## src/rtl/tt_um_nasser_hadi_serial_alu.sv

```systemverilog
// Bit-serial add/subtract ALU: operands are captured on a start edge, summed LSB
// first through a single full adder, and the result/carry/overflow published on DONE.
module tt_um_nasser_hadi_serial_alu #(
  parameter int WIDTH = 4
) (
  input  logic [7:0] ui_in,
  output logic [7:0] uo_out,
  input  logic [7:0] uio_in,
  output logic [7:0] uio_out,
  output logic [7:0] uio_oe,
  input  logic       ena,
  input  logic       clk,
  input  logic       rst_n
);

  localparam int CNT_W = $clog2(WIDTH + 1);
  localparam logic [CNT_W-1:0] LAST = CNT_W'(WIDTH - 1);

  typedef enum logic [1:0] {
    IDLE,
    SHIFT,
    DONE
  } state_t;

  state_t state, state_nx;

  logic             start_q;
  logic [WIDTH-1:0] a_sh;
  logic [WIDTH-1:0] b_sh;
  logic             sub_q;
  logic             c;
  logic [CNT_W-1:0] cnt;
  logic [WIDTH-1:0] res_sh;
  logic [WIDTH-1:0] result;
  logic             carry_q;
  logic             ovf_q;

  logic             start;
  logic             sub;
  logic             acc;
  logic             start_pulse;
  logic             last;
  logic             b_eff;
  logic             s;
  logic             c_nx;
  logic [WIDTH-1:0] res_nx;
  logic             unused_bits;

  assign start       = uio_in[0];
  assign sub         = uio_in[1];
  assign acc         = uio_in[2];
  assign start_pulse = start & ~start_q;
  assign last        = (cnt == LAST);

  // Full adder from two half adders; B is inverted for subtraction with carry-in = 1.
  assign b_eff  = b_sh[0] ^ sub_q;
  assign s      = a_sh[0] ^ b_eff ^ c;
  assign c_nx   = (a_sh[0] & b_eff) | (c & (a_sh[0] ^ b_eff));
  assign res_nx = (res_sh >> 1) | (WIDTH'(s) << (WIDTH - 1));

  always_ff @(posedge clk or negedge rst_n) begin
    if (!rst_n) begin
      state <= IDLE;
    end else if (ena) begin
      state <= state_nx;
    end
  end

  always_comb begin
    state_nx = state;
    unique case (state)
      IDLE:    if (start_pulse) state_nx = SHIFT;
      SHIFT:   if (last) state_nx = DONE;
      DONE:    state_nx = IDLE;
      default: state_nx = IDLE;
    endcase
  end

  always_ff @(posedge clk or negedge rst_n) begin
    if (!rst_n) begin
      start_q <= 1'b0;
      a_sh    <= '0;
      b_sh    <= '0;
      sub_q   <= 1'b0;
      c       <= 1'b0;
      cnt     <= '0;
      res_sh  <= '0;
      result  <= '0;
      carry_q <= 1'b0;
      ovf_q   <= 1'b0;
    end else if (ena) begin
      start_q <= start;
      unique case (state)
        IDLE: begin
          if (start_pulse) begin
            a_sh  <= ui_in[WIDTH-1:0];
            b_sh  <= acc ? result : ui_in[4 +: WIDTH];
            sub_q <= sub;
            c     <= sub;
            cnt   <= '0;
          end
        end
        SHIFT: begin
          a_sh   <= a_sh >> 1;
          b_sh   <= b_sh >> 1;
          c      <= c_nx;
          res_sh <= res_nx;
          cnt    <= cnt + CNT_W'(1);
          // On the MSB, c is the carry in and c_nx the carry out.
          if (last) begin
            result  <= res_nx;
            carry_q <= c_nx;
            ovf_q   <= c ^ c_nx;
          end
        end
        default: ;
      endcase
    end
  end

  always_comb begin
    uo_out            = '0;
    uo_out[WIDTH-1:0] = result;
    uo_out[4]         = carry_q;
    uo_out[5]         = (state != IDLE);
    uo_out[6]         = (state == DONE);
    uo_out[7]         = ovf_q;
  end

  assign uio_out     = '0;
  assign uio_oe      = '0;
  assign unused_bits = &{1'b0, ui_in, uio_in[7:3]};

endmodule
```

## config.mk

```make
export PLATFORM = sky130hd
export DESIGN_NAME = tt_um_nasser_hadi_serial_alu
export DESIGN_NICKNAME = d
export VERILOG_FILES = /design/src/rtl/tt_um_nasser_hadi_serial_alu.sv
export SDC_FILE = /design/constraint.sdc
export NUM_CORES = 1
export LEC_CHECK = 0
export ABC_AREA = 1
export CORE_UTILIZATION = 46
export CTS_CLUSTER_DIAMETER = 60
export CTS_CLUSTER_SIZE = 10
export DETAILED_ROUTE_END_ITERATION = 10
export PLACE_DENSITY = 0.78
export SLEW_MARGIN = 0
export SYNTH_ARGS = -nofsm -noshare
export SYNTH_HDL_FRONTEND = slang
export SYNTH_SLANG_ARGS = --single-unit
```

## constraint.sdc

```tcl
create_clock -name clk -period 2.1 [get_ports clk]
set_clock_uncertainty 0.2 [all_clocks]
set_input_delay 0.315 -clock clk [delete_from_list [all_inputs] [get_ports clk]]
set_output_delay 0.315 -clock clk [all_outputs]
set_load 0.05 [all_outputs]
```

* Word-level counts from Yosys, hierarchy flattened
Index checks and enable logic that the tools add are counted.
Operators by class: reduce and logical (&&, ||, !) cells 8, multiplexer cells 12, equality and inequality tests 5, add/subtract/negate cells 1, bitwise operators 10
Operators with widths (count):
- $pmux 4 s2 | 2
- $mux 4 | 3
- $reduce_and 3->1 | 4
- $pmux 3 s2 | 1
- $mux 2 | 2
- $ne 2x2->1 const B | 2
- $or 3x4->4 | 1
- $pmux 2 s2 | 1
- $reduce_bool 2->1 | 2
- $xor 1x1->1 | 4
- $add 3x1->3 const B | 1
- $and 1x1->1 | 3
- $eq 3x2->1 const B | 1
- $mux 3 | 1
- $eq 2x1->1 const B | 1
- $eq 2x2->1 const B | 1
- $logic_not 2->1 | 1
- $pmux 1 s2 | 1
- $reduce_and 2->1 | 1
- $mux 1 | 1
- $not 1->1 | 1
- $or 1x1->1 | 1
Storage, ports and cells: flip-flop bits (word level) 26, word-level logic and storage cells 47, output and inout bits 24

* Depth between registers and ports, before layout
Gate-level depths: netlist of run 1.
depth after elaboration 5, gate-level depth with buffers 7, gate-level depth less buffers 7

* Least setup slack after synthesis of run 1
No wires, ideal clock.
path type register to output, start register state[0], end output uo_out[6], path slack 415 ps, data arrival time 1170 ps, data required time 1585 ps, buffers on the path 1, cell stages (with the launch flop) 3, cell sequence dfrtp_1 > buf_4 > nor2_1
On the way: word-level cells in the longest chain between the ends 1
RTL lines:
- from (decl) | line 25 | state_t state, state_nx;
- from (signal assigned) | line 65 | state <= state_nx;
- $eq 2x2->1 | line 126 | uo_out[6] = (state == DONE);
- to (decl) | line 7 | output logic [7:0] uo_out,
Every way passes these cells.

* Worst setup path after layout of run 1
start register result[2], end output uo_out[2]
RTL lines:
- from (decl) | line 34 | logic [WIDTH-1:0] result;
- from (signal assigned) | line 111 | result <= res_nx;
No word-level cell between the ends.

==> flow_metrics.py, run 1 <==
metrics = {
    "sta": {
        "rsz0062_at_grt": "no",
        "finalHoldViolCount": 0,
        "tightest_slew_ns": 0.5017,
        "fmax_mhz": 490.4,
        "setup_viol": 0,
        "relSlewSlack_pct": 66.50,
        "min_period_ns": 2.039,
        "drv_slew": 0,
        "timing.setup.tns_ns": 0,
        "worst_slack_ns": 0.06079,
        "period_share_pct": 97.11,
        "hold_slack_ns": 0.1460,
    },
    "logic_synthesis": {
        "synth.area.mux_share_pct": 0,
        "yosysUniqueCellTypes": 20,
        "synth_xor_area_share_pct": 1.222,
        "syn_area_per_cell_um2": 8.147,
        "yosys.area_share.simple_pct": 24.35,
        "synth_top_area_cell": "dfrtp_1",
        "yosys.area.top_type_share_pct": 43.63,
        "netlist_instances": 176,
        "seq_area_frac_synth_pct": 43.63,
        "synth_fa_ha_area_share_pct": 3.141,
        "yosysWarnings": 0,
        "synth_compound_area_share_pct": 8.551,
        "synth_top_family_by_area": "simple AND/OR/NAND/NOR gates",
        "synth.area.top_cells": "dfrtp_1 (44%), nand2_1 (18%), buf_4 (9.9%)",
        "ys_seq_elements": 25,
        "synth_area_mm2": 0.001434,
    },
    "floorplan": {
        "boundaryPins": 43,
        "die_x_um": 57.83,
        "die_area_mm2": 0.003344,
        "core_area_mm2": 0.002853,
        "start_util_pct": 50.26,
        "rows": 19,
        "fp.dieH_um": 57.83,
    },
    "final_layout": {
        "multi_input_area_um2": 594.3,
        "syn_to_final_growth_pct": 11.87,
        "drive_above_1_share_pct": 11.73,
        "fin_nets": 219,
        "diodes": 0,
        "fin_util_pct": 56.23,
        "final_cells": 227,
        "fill_cells": 267,
        "final_area_mm2": 0.001604,
        "register_area_um2": 625.6,
    },
    "critical_path": {
        "start_kind": "flop",
        "crit_buf_inv": 1,
        "critical_path_class": "reg2out",
        "cp.depth": 1,
        "critPathTopFamily": "buffers and inverters",
        "reg2regPathDepth": 4,
        "crit_required_ns": 1.58,
        "cp.arrival_ns": 1.52,
        "cpPeakStageDelay_ns": 0.81,
        "crit_chain": "clkdlybuf4s50_1",
        "slowest_stage": "clkdlybuf4s50_1",
        "crit_fanout": 3,
        "critPathCaptureType": "output port",
    },
    "drt": {
        "dr.pass1.iters": 7,
        "drc": 5,
        "vias_per_cell": 4.511,
        "ant_nets": 0,
        "finalWirelength_um": 2280,
        "vias": 1024,
        "wl_per_cell_um": 10.04,
        "drt_iter0_drc": 57,
    },
    "placement": {
        "pre_cts_ws_ns": 0.3019,
        "placed_cells": 223,
        "hpwl_um": 1694,
        "routabilityCongestion": 0.7633,
        "placedInstanceArea_mm2": 0.001573,
        "io_buffers": 21,
    },
    "global_route": {
        "grt_pass1_wl_um": 3926,
        "grt_pass1_vias": 922,
        "grt_use_total_pct": 15.56,
        "grt-ovfl-total": 0,
        "grt_max_degree": 26,
        "antenna_found_initial": 0,
    },
    "clocking": {
        "hold_buffers": 0,
        "clk_latency_ns": 0.31,
        "clk_pin_slew_ns": 0.13,
        "cts_root_buf": "clkbuf_4",
        "cts_setup_buffers": 0,
        "cts_resized": 0,
        "cts_sinks": 25,
        "cts_tree": "built",
        "cts-buffers-inserted": 3,
        "htree_levels": 1,
        "cts_buffer_depth": 2,
    },
    "power": {
        "power_density_mw_per_mm2": 1347,
        "ir_worst_vdd_v": 0.0005124,
        "total_power_mw": 2.160,
        "leakage_nw": 0.8747,
    },
    "job": {
        "cap_violations": 0,
    },
    "worst_hold_path": {
        "min_path_type": "in2async",
    },
    "run_status": {
        "status": "finished with violations",
        "violations": "DRC",
    },
}
[cells in the mapped netlist (all sizes together)]
library cell / number
buf: 22
conb: 1
dfrtp: 25
fa: 1
ha: 2
inv: 25
nand2: 70
nand3: 7
nor2: 3
o211ai: 1
o21ai: 17
xnor2: 1
xor2: 1
[report_power, final]
| group | leakage [nW] | switching, mW | internal (mW) |
|---|---|---|---|
| combinational | 0.538 | 0.748 | 0.379 |
| sequential | 0.322 | 0.148 | 0.676 |
| clock | 0.0150 | 0.135 | 0.0742 |
| total | 0.875 | 1.03 | 1.13 |
[sequential cells by signal, summed over array words and instances (netlist names)]
| name | flops |
|---|---|
| carry_q | 1 |
| res_sh | 3 |
| cnt | 3 |
| c | 1 |
| ovf_q | 1 |
| a_sh | 4 |
| sub_q | 1 |
| b_sh | 4 |
| state | 2 |
| result | 4 |
| start_q | 1 |
[kinds of logic after synthesis]
group                    Yosys count
AND/OR/NAND/NOR                   80
buffers and inverters             47
flip-flops                        25
AO/OA/AOI/OAI                     18
adder cells (fa/ha/maj)            3
XOR/XNOR                           2
other                              1
[cell usage in the layout (no fill, tap or decap), types with 3 or more instances in the layout]
| master | instances |
|---|---|
| nand2_1 | 67 |
| dfrtp_1 | 25 |
| inv_1 | 23 |
| clkdlybuf4s50_1 | 17 |
| conb_1 | 16 |
| o21ai_0 | 9 |
| o21ai_2 | 8 |
| nand3_1 | 6 |
| buf_4 | 4 |
| clkbuf_4 | 3 |
[worst paths after layout]
check / from / to / slack, ns
worst max register to register: b_sh[0] / ovf_q / 0.53
worst min-delay path: rst_n / result[0] / 0.15
worst max-delay path: result[2] / uo_out[2] / 0.06
max in group asynchronous: rst_n / a_sh[2] / 1.30
min in group clk: b_sh[2] / b_sh[2] / 0.29
worst min register to register: b_sh[2] / b_sh[2] / 0.29
[cell type report]
| type | instances | share of cell area [%] |
|---|---|---|
| Multi-Input combinational cell | 119 | 37.05 |
| Inverter | 25 | 5.850 |
| Sequential cell | 25 | 39.00 |
| Timing Repair Buffer | 23 | 14.04 |
| Tap cell | 31 | 2.418 |
| Clock buffer | 4 | 1.638 |
[routing by layer]
layer | wire, µm | vias to the layer above | GRT usage, %
met4 | 16 | 0 | 4.082
met1 | 1129 | 461 | 19.65
li1 | - | 536 | -
met5 | 0 | - | 0
met2 | 1037 | 25 | 26.60
met3 | 97 | 2 | 4.018
Power figures use the tool's default switching activity.
==> run 2, diff against run 1 <==
--- a/config.mk
+++ b/config.mk
@@ -10,6 +10,7 @@
 export CTS_CLUSTER_DIAMETER = 60
 export CTS_CLUSTER_SIZE = 10
 export DETAILED_ROUTE_END_ITERATION = 10
+export GPL_ROUTABILITY_DRIVEN = 0
 export PLACE_DENSITY = 0.78
 export SLEW_MARGIN = 0
 export SYNTH_ARGS = -nofsm -noshare
==> results of run 2 <==
Same layout as run 1: the final DEF is identical, and so are final timing and power.
==> run 3, diff against run 2 <==
--- a/config.mk
+++ b/config.mk
@@ -6,6 +6,7 @@
 export NUM_CORES = 1
 export LEC_CHECK = 0
 export ABC_AREA = 1
+export CORE_MARGIN = 4
 export CORE_UTILIZATION = 46
 export CTS_CLUSTER_DIAMETER = 60
 export CTS_CLUSTER_SIZE = 10
==> run 3 against run 2 <==
Against the previous run: non-clock buffer count unchanged; the run now ends clean; largest power group unchanged; critical endpoint is now uo_out[4]; utilization up 0.23 points; clock power up 6%; via count about the same; global-route usage down 2.9 points.
==> flow_metrics.py, run 3 (synthesis results as in run 1) <==
metrics = {
    "floorplan": {
        "core_area_mm2": 0.002877,
        "die_area_mm2": 0.004074,
        "rows": 19,
        "die_x_um": 63.83,
        "start_util_pct": 49.85,
        "boundaryPins": 43,
        "fp.dieH_um": 63.83,
    },
    "drt": {
        "vias": 1023,
        "finalWirelength_um": 2417,
        "dr.pass1.iters": 4,
        "drc": 0,
        "ant_nets": 0,
        "vias_per_cell": 4.298,
        "drt_iter0_drc": 37,
        "wl_per_cell_um": 10.16,
    },
    "final_layout": {
        "final_cells": 238,
        "drive_above_1_share_pct": 12.24,
        "fin_nets": 219,
        "diodes": 0,
        "top_regs": "a_sh: 4 flops, b_sh: 4 flops, result: 4 flops",
        "final_common_cell": "nand2_1",
        "syn_to_final_growth_pct": 13.26,
        "final_cell_mix": "nand2_1 (67), dfrtp_1 (25), inv_1 (23)",
    },
    "job": {
        "cap_violations": 0,
    },
    "sta": {
        "relSlewSlack_pct": 66.14,
        "timing.setup.tns_ns": 0,
        "fmax_mhz": 494.9,
        "finalHoldViolCount": 0,
        "hold_slack_ns": 0.1391,
        "tightest_slew_ns": 0.5071,
        "period_share_pct": 96.21,
        "drv_slew": 0,
        "rsz0062_at_grt": "no",
        "min_period_ns": 2.020,
        "setup_viol": 0,
    },
    "clocking": {
        "cts_tree": "built",
        "cts_sinks": 25,
        "hold_buffers": 0,
        "clk_latency_ns": 0.32,
        "cts-buffers-inserted": 3,
        "cts_buffer_depth": 2,
        "cts_root_buf": "clkbuf_4",
        "htree_levels": 1,
        "clk_pin_slew_ns": 0.14,
    },
    "placement": {
        "hpwl_um": 1783,
        "io_buffers": 21,
        "placed_cells": 234,
    },
    "power": {
        "ir_worst_vdd_v": 0.0008171,
        "leakage_nw": 0.9069,
        "power_density_mw_per_mm2": 1335,
    },
    "critical_path": {
        "cp.arrival_ns": 1.51,
        "slowest_stage": "clkdlybuf4s50_1",
        "reg2regPathDepth": 4,
        "crit_path_end": "uo_out[4]",
        "crit_chain": "clkdlybuf4s50_1",
        "critPathCaptureType": "output port",
        "rr_endpoint": "ovf_q",
        "cp-startpoint": "carry_q",
        "rr_startpoint": "b_sh[0]",
        "crit_required_ns": 1.58,
        "critPathTopFamily": "buffers and inverters",
        "crit_fanout": 2,
        "cp.depth": 1,
        "cpPeakStageDelay_ns": 0.80,
        "crit_buf_inv": 1,
        "regToRegSetupSlack_ns": 0.53,
        "start_kind": "flop",
        "critical_path_class": "reg2out",
    },
    "global_route": {
        "antenna_found_initial": 0,
        "grt_pass1_wl_um": 4160,
        "grt_use_total_pct": 12.63,
        "grt_max_degree": 26,
        "grt_pass1_vias": 966,
        "grt-ovfl-total": 0,
    },
    "run_status": {
        "status": "finished clean",
    },
    "worst_hold_path": {
        "min_path_type": "in2async",
    },
}
## run 3: metal layers
metal	routed length (µm)	track usage [%]
met5	0	0
met4	44	5.660
met3	118	2.452
met2	1047	19.74
met1	1205	16.94
## run 3: worst min-delay path by stage
stage | start | to | slack, ns | cells past startpoint
2_1_floorplan | rst_n | a_sh[0] | -0.18 | 0
3_3_place_gp | a_sh[2] | a_sh[2] | 0.26 | 2
3_5_place_dp | a_sh[2] | a_sh[2] | 0.27 | 2
4_1_cts | rst_n | ovf_q | 0.15 | 2
5_1_grt | rst_n | start_q | 0.16 | 2
6_report | rst_n | state[1] | 0.14 | 2
## run 3: timing repair
action                     4_1_cts  5_1_grt
resized for setup                0        4
setup endpoints to repair        0        4
buffers inserted                 0        0
## run 3: final cells by class
type | count | area (µm²)
multi-input combinational | 119 | 594.3
fill | 271 | 1252
tap | 42 | 52.55
sequential | 25 | 625.6
timing repair buffer | 23 | 230.2
inverter | 25 | 93.84
clock inverter | 1 | 5.005
clock buffer | 3 | 22.52
## run 3: metrics by stage
step	worst slack, ns	util (%)	total power, mW	area, µm²
6_report	0.07958	56.46	2.169	1624
5_1_grt	0.01053	56.46	2.374	1624
4_1_cts	0.01566	56.11	2.199	1614
3_5_place_dp	0.2883	55.15	1.975	1587
3_3_place_gp	0.2869	55.15	1.941	1587
2_1_floorplan	0.4145	-	1.779	1490
## run 3: power by group
part | switching [mW] | internal, mW
logic | 0.746 | 0.379
registers | 0.147 | 0.676
clock network | 0.149 | 0.0715
total | 1.04 | 1.13
